**src/rtl/reset_sequencer_if.sv**
```systemverilog
// Signal bundle between the reset sequencer and its surroundings.
// Handshake semantics: there is no valid/ready pair. sw_reset_req is a
// one-cycle strobe sampled on every rising tx_clk edge; pll_locked is an
// asynchronous level; all outputs are registered levels valid every cycle.
`timescale 1ns/1ps
interface reset_sequencer_if #(
    parameter int NUM_STAGES = 4
);
    logic                  pll_locked;
    logic                  sw_reset_req;
    logic                  phy_reset_n;
    logic [NUM_STAGES-1:0] stage_reset_n;
    logic                  seq_done;
    logic                  busy;
    logic [3:0]            retry_count;

    // Side that drives the requests and observes the resets
    modport master (
        output pll_locked,
        output sw_reset_req,
        input  phy_reset_n,
        input  stage_reset_n,
        input  seq_done,
        input  busy,
        input  retry_count
    );

    // The sequencer itself
    modport slave (
        input  pll_locked,
        input  sw_reset_req,
        output phy_reset_n,
        output stage_reset_n,
        output seq_done,
        output busy,
        output retry_count
    );
endinterface

```
**src/rtl/reset_sequencer.sv**
```systemverilog
// Staged reset controller: holds the PHY in reset, waits for a filtered PLL
// lock, then releases NUM_STAGES downstream reset domains one gap apart.
// A software request or a lock loss after acceptance restarts the sequence.
`timescale 1ns/1ps
module reset_sequencer #(
    parameter int NUM_STAGES     = 4,
    parameter int CNT_W          = 24,
    parameter int HOLD_CYCLES    = 1000000,
    parameter int LOCK_FILTER    = 256,
    parameter int TIMEOUT_CYCLES = 4000000,
    parameter int GAP_CYCLES     = 64
) (
    input  logic                    tx_clk,
    input  logic                    reset_n_in,
    reset_sequencer_if.slave        bus,
    output logic [1:0]              o_dbg_state
);

    localparam int KW = $clog2(NUM_STAGES + 1);

    localparam logic [CNT_W-1:0] HOLD_LAST = CNT_W'(HOLD_CYCLES - 1);
    localparam logic [CNT_W-1:0] FLT_LAST  = CNT_W'(LOCK_FILTER - 1);
    localparam logic [CNT_W-1:0] TO_LAST   = CNT_W'(TIMEOUT_CYCLES - 1);
    localparam logic [CNT_W-1:0] GAP_LAST  = CNT_W'(GAP_CYCLES - 1);
    localparam logic [KW-1:0]    K_LAST    = KW'(NUM_STAGES - 1);

    typedef enum logic [1:0] {
        S_HOLD      = 2'd0,
        S_WAIT_LOCK = 2'd1,
        S_RELEASE   = 2'd2,
        S_RUN       = 2'd3
    } state_t;

    state_t                r_state, w_state_nxt;
    logic [CNT_W-1:0]      r_cnt, w_cnt_nxt;
    logic [CNT_W-1:0]      r_flt, w_flt_nxt;
    logic [KW-1:0]         r_k, w_k_nxt;
    logic                  r_phy, w_phy_nxt;
    logic [NUM_STAGES-1:0] r_stage, w_stage_nxt;
    logic                  r_done, w_done_nxt;
    logic                  r_busy, w_busy_nxt;
    logic [3:0]            r_retry, w_retry_nxt;
    logic [1:0]            r_sync;
    logic                  w_lock_s;
    logic                  w_abort;

    assign w_lock_s = r_sync[1];

    // Lock loss only matters once lock has been accepted
    assign w_abort = bus.sw_reset_req ||
                     (!w_lock_s && (r_state == S_RELEASE || r_state == S_RUN));

    // Two-flop synchronizer bringing pll_locked into the tx_clk domain
    always_ff @(posedge tx_clk or negedge reset_n_in) begin
        if (!reset_n_in) begin
            r_sync <= 2'b00;
        end else begin
            r_sync <= {r_sync[0], bus.pll_locked};
        end
    end

    // State and datapath registers
    always_ff @(posedge tx_clk or negedge reset_n_in) begin
        if (!reset_n_in) begin
            r_state <= S_HOLD;
            r_cnt   <= '0;
            r_flt   <= '0;
            r_k     <= '0;
            r_phy   <= 1'b0;
            r_stage <= '0;
            r_done  <= 1'b0;
            r_busy  <= 1'b1;
            r_retry <= 4'd0;
        end else begin
            r_state <= w_state_nxt;
            r_cnt   <= w_cnt_nxt;
            r_flt   <= w_flt_nxt;
            r_k     <= w_k_nxt;
            r_phy   <= w_phy_nxt;
            r_stage <= w_stage_nxt;
            r_done  <= w_done_nxt;
            r_busy  <= w_busy_nxt;
            r_retry <= w_retry_nxt;
        end
    end

    // Next-state and next-output logic; aborts override every state
    always_comb begin
        w_state_nxt = r_state;
        w_cnt_nxt   = r_cnt;
        w_flt_nxt   = r_flt;
        w_k_nxt     = r_k;
        w_phy_nxt   = r_phy;
        w_stage_nxt = r_stage;
        w_done_nxt  = r_done;
        w_busy_nxt  = r_busy;
        w_retry_nxt = r_retry;

        if (w_abort) begin
            w_state_nxt = S_HOLD;
            w_cnt_nxt   = '0;
            w_flt_nxt   = '0;
            w_k_nxt     = '0;
            w_phy_nxt   = 1'b0;
            w_stage_nxt = '0;
            w_done_nxt  = 1'b0;
            w_busy_nxt  = 1'b1;
        end else begin
            case (r_state)
                S_HOLD: begin
                    w_phy_nxt   = 1'b0;
                    w_stage_nxt = '0;
                    w_cnt_nxt   = r_cnt + CNT_W'(1);
                    if (r_cnt == HOLD_LAST) begin
                        w_cnt_nxt   = '0;
                        w_flt_nxt   = '0;
                        w_phy_nxt   = 1'b1;
                        w_state_nxt = S_WAIT_LOCK;
                    end
                end
                S_WAIT_LOCK: begin
                    w_cnt_nxt = r_cnt + CNT_W'(1);
                    w_flt_nxt = w_lock_s ? (r_flt + CNT_W'(1)) : '0;
                    // Lock acceptance takes precedence over the timeout
                    if (w_lock_s && r_flt == FLT_LAST) begin
                        w_cnt_nxt   = '0;
                        w_k_nxt     = '0;
                        w_state_nxt = S_RELEASE;
                    end else if (r_cnt == TO_LAST) begin
                        w_cnt_nxt   = '0;
                        w_phy_nxt   = 1'b0;
                        w_state_nxt = S_HOLD;
                        if (r_retry != 4'd15) begin
                            w_retry_nxt = r_retry + 4'd1;
                        end
                    end
                end
                S_RELEASE: begin
                    w_cnt_nxt = r_cnt + CNT_W'(1);
                    if (r_cnt == GAP_LAST) begin
                        w_cnt_nxt = '0;
                        w_k_nxt   = r_k + KW'(1);
                        for (int i = 0; i < NUM_STAGES; i++) begin
                            if (KW'(i) == r_k) begin
                                w_stage_nxt[i] = 1'b1;
                            end
                        end
                        if (r_k == K_LAST) begin
                            w_state_nxt = S_RUN;
                            w_done_nxt  = 1'b1;
                            w_busy_nxt  = 1'b0;
                        end
                    end
                end
                S_RUN: begin
                    w_state_nxt = S_RUN;
                end
                default: begin
                    w_state_nxt = S_HOLD;
                end
            endcase
        end
    end

    assign bus.phy_reset_n   = r_phy;
    assign bus.stage_reset_n = r_stage;
    assign bus.seq_done      = r_done;
    assign bus.busy          = r_busy;
    assign bus.retry_count   = r_retry;
    assign o_dbg_state       = r_state;

endmodule

```
**src/flat_wrapper.sv**
```systemverilog
// flat-port wrapper written by rule: the top's interface ports become plain ports
module reset_sequencer_flat 
#(
    parameter int NUM_STAGES     = 4,
    parameter int CNT_W          = 24,
    parameter int HOLD_CYCLES    = 1000000,
    parameter int LOCK_FILTER    = 256,
    parameter int TIMEOUT_CYCLES = 4000000,
    parameter int GAP_CYCLES     = 64
)
  (tx_clk, reset_n_in, o_dbg_state, bus_pll_locked, bus_sw_reset_req, bus_phy_reset_n, bus_stage_reset_n, bus_seq_done, bus_busy, bus_retry_count);
  reset_sequencer_if #(.NUM_STAGES(NUM_STAGES)) bus_i ();
  input  logic tx_clk;
  input  logic reset_n_in;
  output logic [1:0] o_dbg_state;
  input wire logic [$bits(bus_i.pll_locked)-1:0] bus_pll_locked;
  input wire logic [$bits(bus_i.sw_reset_req)-1:0] bus_sw_reset_req;
  output wire logic [$bits(bus_i.phy_reset_n)-1:0] bus_phy_reset_n;
  output wire logic [$bits(bus_i.stage_reset_n)-1:0] bus_stage_reset_n;
  output wire logic [$bits(bus_i.seq_done)-1:0] bus_seq_done;
  output wire logic [$bits(bus_i.busy)-1:0] bus_busy;
  output wire logic [$bits(bus_i.retry_count)-1:0] bus_retry_count;
  assign bus_i.pll_locked = bus_pll_locked;
  assign bus_i.sw_reset_req = bus_sw_reset_req;
  assign bus_phy_reset_n = bus_i.phy_reset_n;
  assign bus_stage_reset_n = bus_i.stage_reset_n;
  assign bus_seq_done = bus_i.seq_done;
  assign bus_busy = bus_i.busy;
  assign bus_retry_count = bus_i.retry_count;
  reset_sequencer #(.NUM_STAGES(NUM_STAGES), .CNT_W(CNT_W), .HOLD_CYCLES(HOLD_CYCLES), .LOCK_FILTER(LOCK_FILTER), .TIMEOUT_CYCLES(TIMEOUT_CYCLES), .GAP_CYCLES(GAP_CYCLES)) u_core (.tx_clk(tx_clk), .reset_n_in(reset_n_in), .bus(bus_i), .o_dbg_state(o_dbg_state));
endmodule
```
**config.mk**
```make
export PLATFORM = sky130hd
export DESIGN_NAME = reset_sequencer_flat
export DESIGN_NICKNAME = d
export VERILOG_FILES = /design/src/rtl/reset_sequencer_if.sv /design/src/rtl/reset_sequencer.sv /design/src/flat_wrapper.sv
export SDC_FILE = /design/constraint.sdc
export NUM_CORES = 1
export LEC_CHECK = 0
export CAP_MARGIN = 10
export CORE_MARGIN = 3
export CORE_UTILIZATION = 54
export DETAILED_ROUTE_END_ITERATION = 8
export PLACE_DENSITY = 0.69
export SYNTH_ARGS = -nofsm -noshare
export SYNTH_HDL_FRONTEND = slang
export SYNTH_SLANG_ARGS = --single-unit
```
**constraint.sdc**
```tcl
create_clock -name tx_clk -period 2.9 [get_ports tx_clk]
set_clock_uncertainty 0.2 [all_clocks]
set_input_delay 0.435 -clock tx_clk [delete_from_list [all_inputs] [get_ports tx_clk]]
set_output_delay 0.435 -clock tx_clk [all_outputs]
set_load 0.005 [all_outputs]
```
Word level (Yosys, flattened, before mapping)
Cells that the tools add are included.
- add/sub/neg operators: 4
- multiply operators: 0
- div/mod/pow operators: 0
- magnitude comparators: 0
- equal/unequal tests: 23
- shifts and indexed selects: 0
- mux-type cells: 41
- bitwise logic cells: 2
- reduce and logical (&&, ||, !) cells: 24
- operators with widths (cell ; count):
    $mux 24 ; 8
    $pmux 24 s3 ; 1
    $add 24x1->24 const B ; 2
    $pmux 24 s2 ; 1
    $eq 24x20->1 const B ; 1
    $eq 24x22->1 const B ; 1
    $eq 24x6->1 const B ; 1
    $eq 24x8->1 const B ; 1
    $ne 3x2->1 const B ; 7
    $reduce_and 3->1 ; 7
    $mux 1 ; 16
    $mux 2 ; 6
    $mux 3 ; 3
    $ne 3x1->1 const B ; 3
    $reduce_bool 3->1 ; 3
    $mux 4 ; 2
    $pmux 2 s4 ; 1
    $pmux 4 s2 ; 1
    $eq 2x3->1 const A ; 2
    $pmux 3 s2 ; 1
    $reduce_bool 2->1 ; 3
    $reduce_and 5->1 ; 1
    $add 4x1->4 const B ; 1
    $eq 2x2->1 const B ; 2
    16 further kinds ; 19
- register bits: 66
- bits in latches: 0
- RAM bits: 0
- ROM bits: 0
- output and inout bits: 13
- logic and storage cells: 107
- memories: 0

Depth between registers and ports, before layout
- depth after elaboration: 6
- mapped depth: 11

Worst setup path before layout
No wires, ideal clock.
- path type: reg2reg
- from: reg u_core.r_state[0] (netlist: u_core.o_dbg_state[0])
- to: reg u_core.r_cnt[21]
- library setup time: 0.119 ns
- arrival: 2.264 ns
- data required time: 2.581 ns
- path slack: 0.318 ns
- stages on the path, launching flop included: 12
- buffers on the path: 3
- period minus slack after synthesis: 2.582 ns
- cell sequence: dfrtp_1 > inv_1 > ha_1 > clkbuf_1 > nor4_1 > o21a_1 > clkbuf_1 > or3_1 > clkbuf_1 > nor4_1 > xnor2_1 > nor2_1
- longest elaborated chain between the ends: 5
- elaborated cells on any way between the ends: 10
- those cells by class: eq/ne: 3; mux: 2; reduce/logical: 5
- RTL lines (what ; RTL line ; text):
    start: declaration ; reset_sequencer.sv:34 ; state_t r_state, w_state_nxt;
    start signal: assignment ; reset_sequencer.sv:75 ; r_state <= w_state_nxt;
    $eq 2x2->1 (on tied branches) ; reset_sequencer.sv:51, reset_sequencer.sv:109 ;
    $logic_or 1x1->1 ; reset_sequencer.sv:51 ; (!w_lock_s && (r_state == S_RELEASE || r_state == S_RUN));
    $logic_and 1x1->1 ; reset_sequencer.sv:51 ;
    $logic_or 1x1->1 ; reset_sequencer.sv:50 ; assign w_abort = bus.sw_reset_req ||
    $reduce_bool 4->1 (no line) / $mux 24 (equally long branches) ; -- ;
    end signal: assignment ; reset_sequencer.sv:76 ; r_cnt <= w_cnt_nxt;
    end: declaration ; reset_sequencer.sv:35 ; logic [CNT_W-1:0] r_cnt, w_cnt_nxt;
Several ways; a longest one is shown, not always the timed one.
A chain may end at the register's enable or synchronous reset.

Final worst setup path
- from: reg u_core.r_cnt[15]
- to: reg u_core.r_cnt[18]
- longest elaborated chain between the ends: 5
- elaborated cells on any way between the ends: 10
- those cells by class: add/sub: 1; eq/ne: 3; mux: 6
- RTL lines (what ; RTL line ; text):
    $add 24x1->24 / $eq 24x22->1 (equally long branches) ; -- ;
    $mux 24 ; reset_sequencer.sv:129 ; end else if (r_cnt == TO_LAST) begin
    $mux 24 ; reset_sequencer.sv:125 ; if (w_lock_s && r_flt == FLT_LAST) begin
    $pmux 24 s3 * ; reset_sequencer.sv:109 ; case (r_state)
    $mux 24 * ; reset_sequencer.sv:99 ; if (w_abort) begin
Every way passes the cells marked *; elsewhere a longest branch is shown, timed or not.

==> results.txt <==
* Run status: complete, no violations
- Routed Antenna Nets: 0
* Number of placement rows: 29
- Once detailed placement completed, the half-perimeter wirelength came to 5475 um.
- Based on the critical path, the design can be clocked at up to 374.2 MHz.
* Mapped Nets: 418
- Leaving out fill and tap cells, the most frequent cell in the layout is dfrtp_1.
- The global routing stage identified its most utilized layer as met2.
- The hold violation count in the final report was 0.
- The worst register-to-register path has a depth of 7.
- Setup Total Neg Slack: 0 ns
- Highest cell delay on the worst timing path: 0.56 ns
- The cell sitting at the root of the clock tree is a clkbuf_8.
- The area growth from synthesis to layout is 14.16%.
- The initial antenna violation count came to 0.
- The min-delay analysis places its worst path in the category reg -> reg.
- After technology mapping, the gate count stands at 402.
- The die is 87.92 um tall.
- Arrival time of data at the critical path endpoint: 2.71 ns
- Asr flop ratio synth: 1.000
- The number of pins with negative max-slew slack in the final report came to 0.
- PnR Total Power: 2.197 mW
- The initial utilization of the core area, before any placement, comes to 0.5642.
- Maximum VDD drop: 0.2990 mV
- The number of buffers and inverters on the critical path is 1.
- Least-Margin Pin Slew: 0.6059 ns
- Slew HR: 0.5918
* Number of enable-type register cells in the synthesized netlist: 0
- Input and output buffers added on the ports amount to 16.
* GRT Total Usage: 0.2284
* Worst Setup Start Kind: register
- Along the worst path, the maximum fanout reaches 13.
* Top cells by area, synth: dfrtp_1 (45%), o21ai_0 (6.9%), ha_1 (4.1%)
- For this design the top-level I/O count stands at 17.
- Cell Area, Synth: 3623 um2
* Starting DRT DRC Count: 161
- In the final design database the tool counted 443 nets.
- The kind of cell with the highest combined delay along the critical path is simple AND/OR/NAND/NOR gates.
- The worst setup path is of the reg -> reg kind.
- The routed design has 7879 um of wire.
- Maximum number of pins on one net before global-route repair: 67
- Buffers added to address setup during post-CTS repair amount to 0.
- Max-capacitance violation count: 0
- Across all layers, the routed design uses 3061 vias.
* Number of logic stages on the critical path including buffering: 7
- Detailed-route DRC error count: 0
- 1st-pass router iterations: 6
- Clock-pin slew was measured on the worst setup and hold paths at 0.07 ns.
- CP Capture Type: register
- Cell type with the largest total area after synthesis: dfrtp_1
- Worst path cell trace: or4_4 -> nor4_4 -> nand4_1 -> a211o_2 -> a21oi_2 -> buf_4 -> nor2_1
- Critical path data required time: 2.93 ns
- Aggregate global routing overflow: 0
- Full die area: 7729 um2
* Instance count along the most critical hold path: 0
* Hold slack final: 0.1496 ns
* Portion of synthesized cell area occupied by the leading cell type: 0.4489
* Vias in the first global route: 2896
- Clock insertion delay at the later pin of the skew report: 0.35 ns
* Met2 track demand over resource in global routing: 0.3479
- Total power density per cell area: 531.2 nW/um2
* First-pass GRT wire length: 13880 um
- The congestion estimate from routability-driven global placement came to 0.8547.
* # diodes: 0
- Global Route met1 Usage: 0.3249
- In the layout the commonest cells are dfrtp_1 (65), o21ai_0 (50), nor2_1 (38).
- The average instance in the mapped netlist occupies 9.014 um2.
- In this run the static leakage power is 1.761 nW.
- TritonCTS built the clock tree.
* Final routed wire length divided by cell count: 15.48 um
- During synthesis, Yosys emitted a total of 0 warnings.
* Placeable core region: 6422 um2
* Setup repair after global routing missed its margin: false
- H-tree levels: 3
- After synthesis the netlist holds a flip-flop and latch count of 66.
- TritonCTS created 9 clock buffers.
- Of the synthesized area, sequential elements account for 0.4561.
- Among all stages on the critical path, the largest delay is contributed by or4_4.
- The routed design could run at a clock period as short as 2.673 ns.
- # setup viols final: 0
- In the final layout, the share of cells above drive strength 1 is 0.09954.
- For this run, the leading register cell type out of synthesis is dfrtp_1.
- Final worst path period share: 0.9216
* Global-route track usage on met3: 0.06209
- Detail-routed via count per cell: 6.014
- Die W: 87.92 um
- Counting along the longest clock path gives a buffer depth of 2.
* Yosys cell types: 51
* CTS sink cnt: 66
[power breakdown]
part	internal, mW	switching, mW
logic	0.163	0.264
clock network	0.442	0.345
registers	0.949	0.0332
total	1.55	0.643
[synthesized netlist by cell type (3+ instances only)]
| cell | n |
|---|---|
| and2_1 | 7 |
| nor2_1 | 38 |
| or3_1 | 6 |
| mux2i_1 | 3 |
| ha_1 | 12 |
| xor2_1 | 6 |
| a21oi_1 | 14 |
| a31oi_1 | 8 |
| nor3_1 | 5 |
| nor4_1 | 11 |
| nand4_1 | 17 |
| and3_1 | 11 |
| clkbuf_1 | 11 |
| o21ai_0 | 50 |
| inv_1 | 17 |
| nand2_1 | 28 |
| xnor2_1 | 10 |
| a22o_1 | 5 |
| a21o_1 | 3 |
| o31ai_1 | 6 |
| nand3_1 | 30 |
| dfrtp_1 | 65 |
[state kept, by name, indices dropped and copies added, names as in the netlist]
name,flops
u_core.bus.busy,1
u_core.o_dbg_state,2
u_core.r_cnt,24
u_core.bus.seq_done,1
u_core.r_flt,24
u_core.bus.phy_reset_n,1
u_core.bus.stage_reset_n,4
u_core.r_sync,2
u_core.r_k,3
u_core.bus.retry_count,4
[what timing repair did]
item / in CTS / in global routing
hold endpoints to repair: 65 / 0
endpoints found under the setup margin: 0 / 6
hold buffers: 1 / 0
gates resized for setup: 0 / 5
[routing by layer]
layer	wire length, um	share of wire
met1	3986	0.51
met2	3513	0.45
met3	308	0.039
met4	70	0.0089
met5	0	0
[stage by stage]
stage / area [um2] / util / instances / setup slack, ns
after CTS: 4130 / 0.6431 / 509 / 0.08239
final: 4136 / 0.6441 / 509 / 0.2273
after global routing: 4136 / 0.6441 / 509 / 0.02044
after global placement: 3915 / 0.6096 / 492 / 0.1387
after floorplan: 3623 / - / 402 / 0.3178
after detailed placement: 3915 / 0.6096 / 492 / 0.04190
[worst register-to-register path: cells and delay by family (launching register included)]
kind	cells	cell delay [ns]
flops	1	0.41
simple gates	4	1.12
compound gates	2	0.64
buf+inv	1	0.20
[final cells by class]
type                       instances  area, um2
inverter                          17      63.81
tap                               77      96.34
clock buffer                      12      155.1
multi-input combinational        303       1843
sequential                        66       1653
fill                             550       2286
timing repair buffer              30      275.3
clock inverter                     4      50.05
[logic make-up (layout without fill, tap and decap cells)]
group	after synthesis	after routing	synth area share
flip-flops	66	66	0.4561
buffers and inverters	33	63	0.03695
AND/OR/NAND/NOR	168	168	0.2417
adder cells (fa/ha/maj)	12	12	0.04144
AO/OA/AOI/OAI	102	102	0.1706
XOR/XNOR	16	16	0.03867
multiplexers	5	5	0.01450
[worst paths after layout]
| check | start | to | slack (ns) |
|---|---|---|---|
| max | u_core.r_cnt[15] | u_core.r_cnt[18] | 0.23 |
| min | u_core.r_sync[0] | u_core.r_sync[1] | 0.15 |
| max reg2reg | u_core.r_cnt[15] | u_core.r_cnt[18] | 0.23 |
| min reg2reg | u_core.r_sync[0] | u_core.r_sync[1] | 0.15 |
| max in group asynchronous | reset_n_in | u_core.bus.busy | 1.75 |
| min in group asynchronous | reset_n_in | u_core.r_flt[6] | 0.42 |
Note: power is estimated with default switching activity, not from simulation.
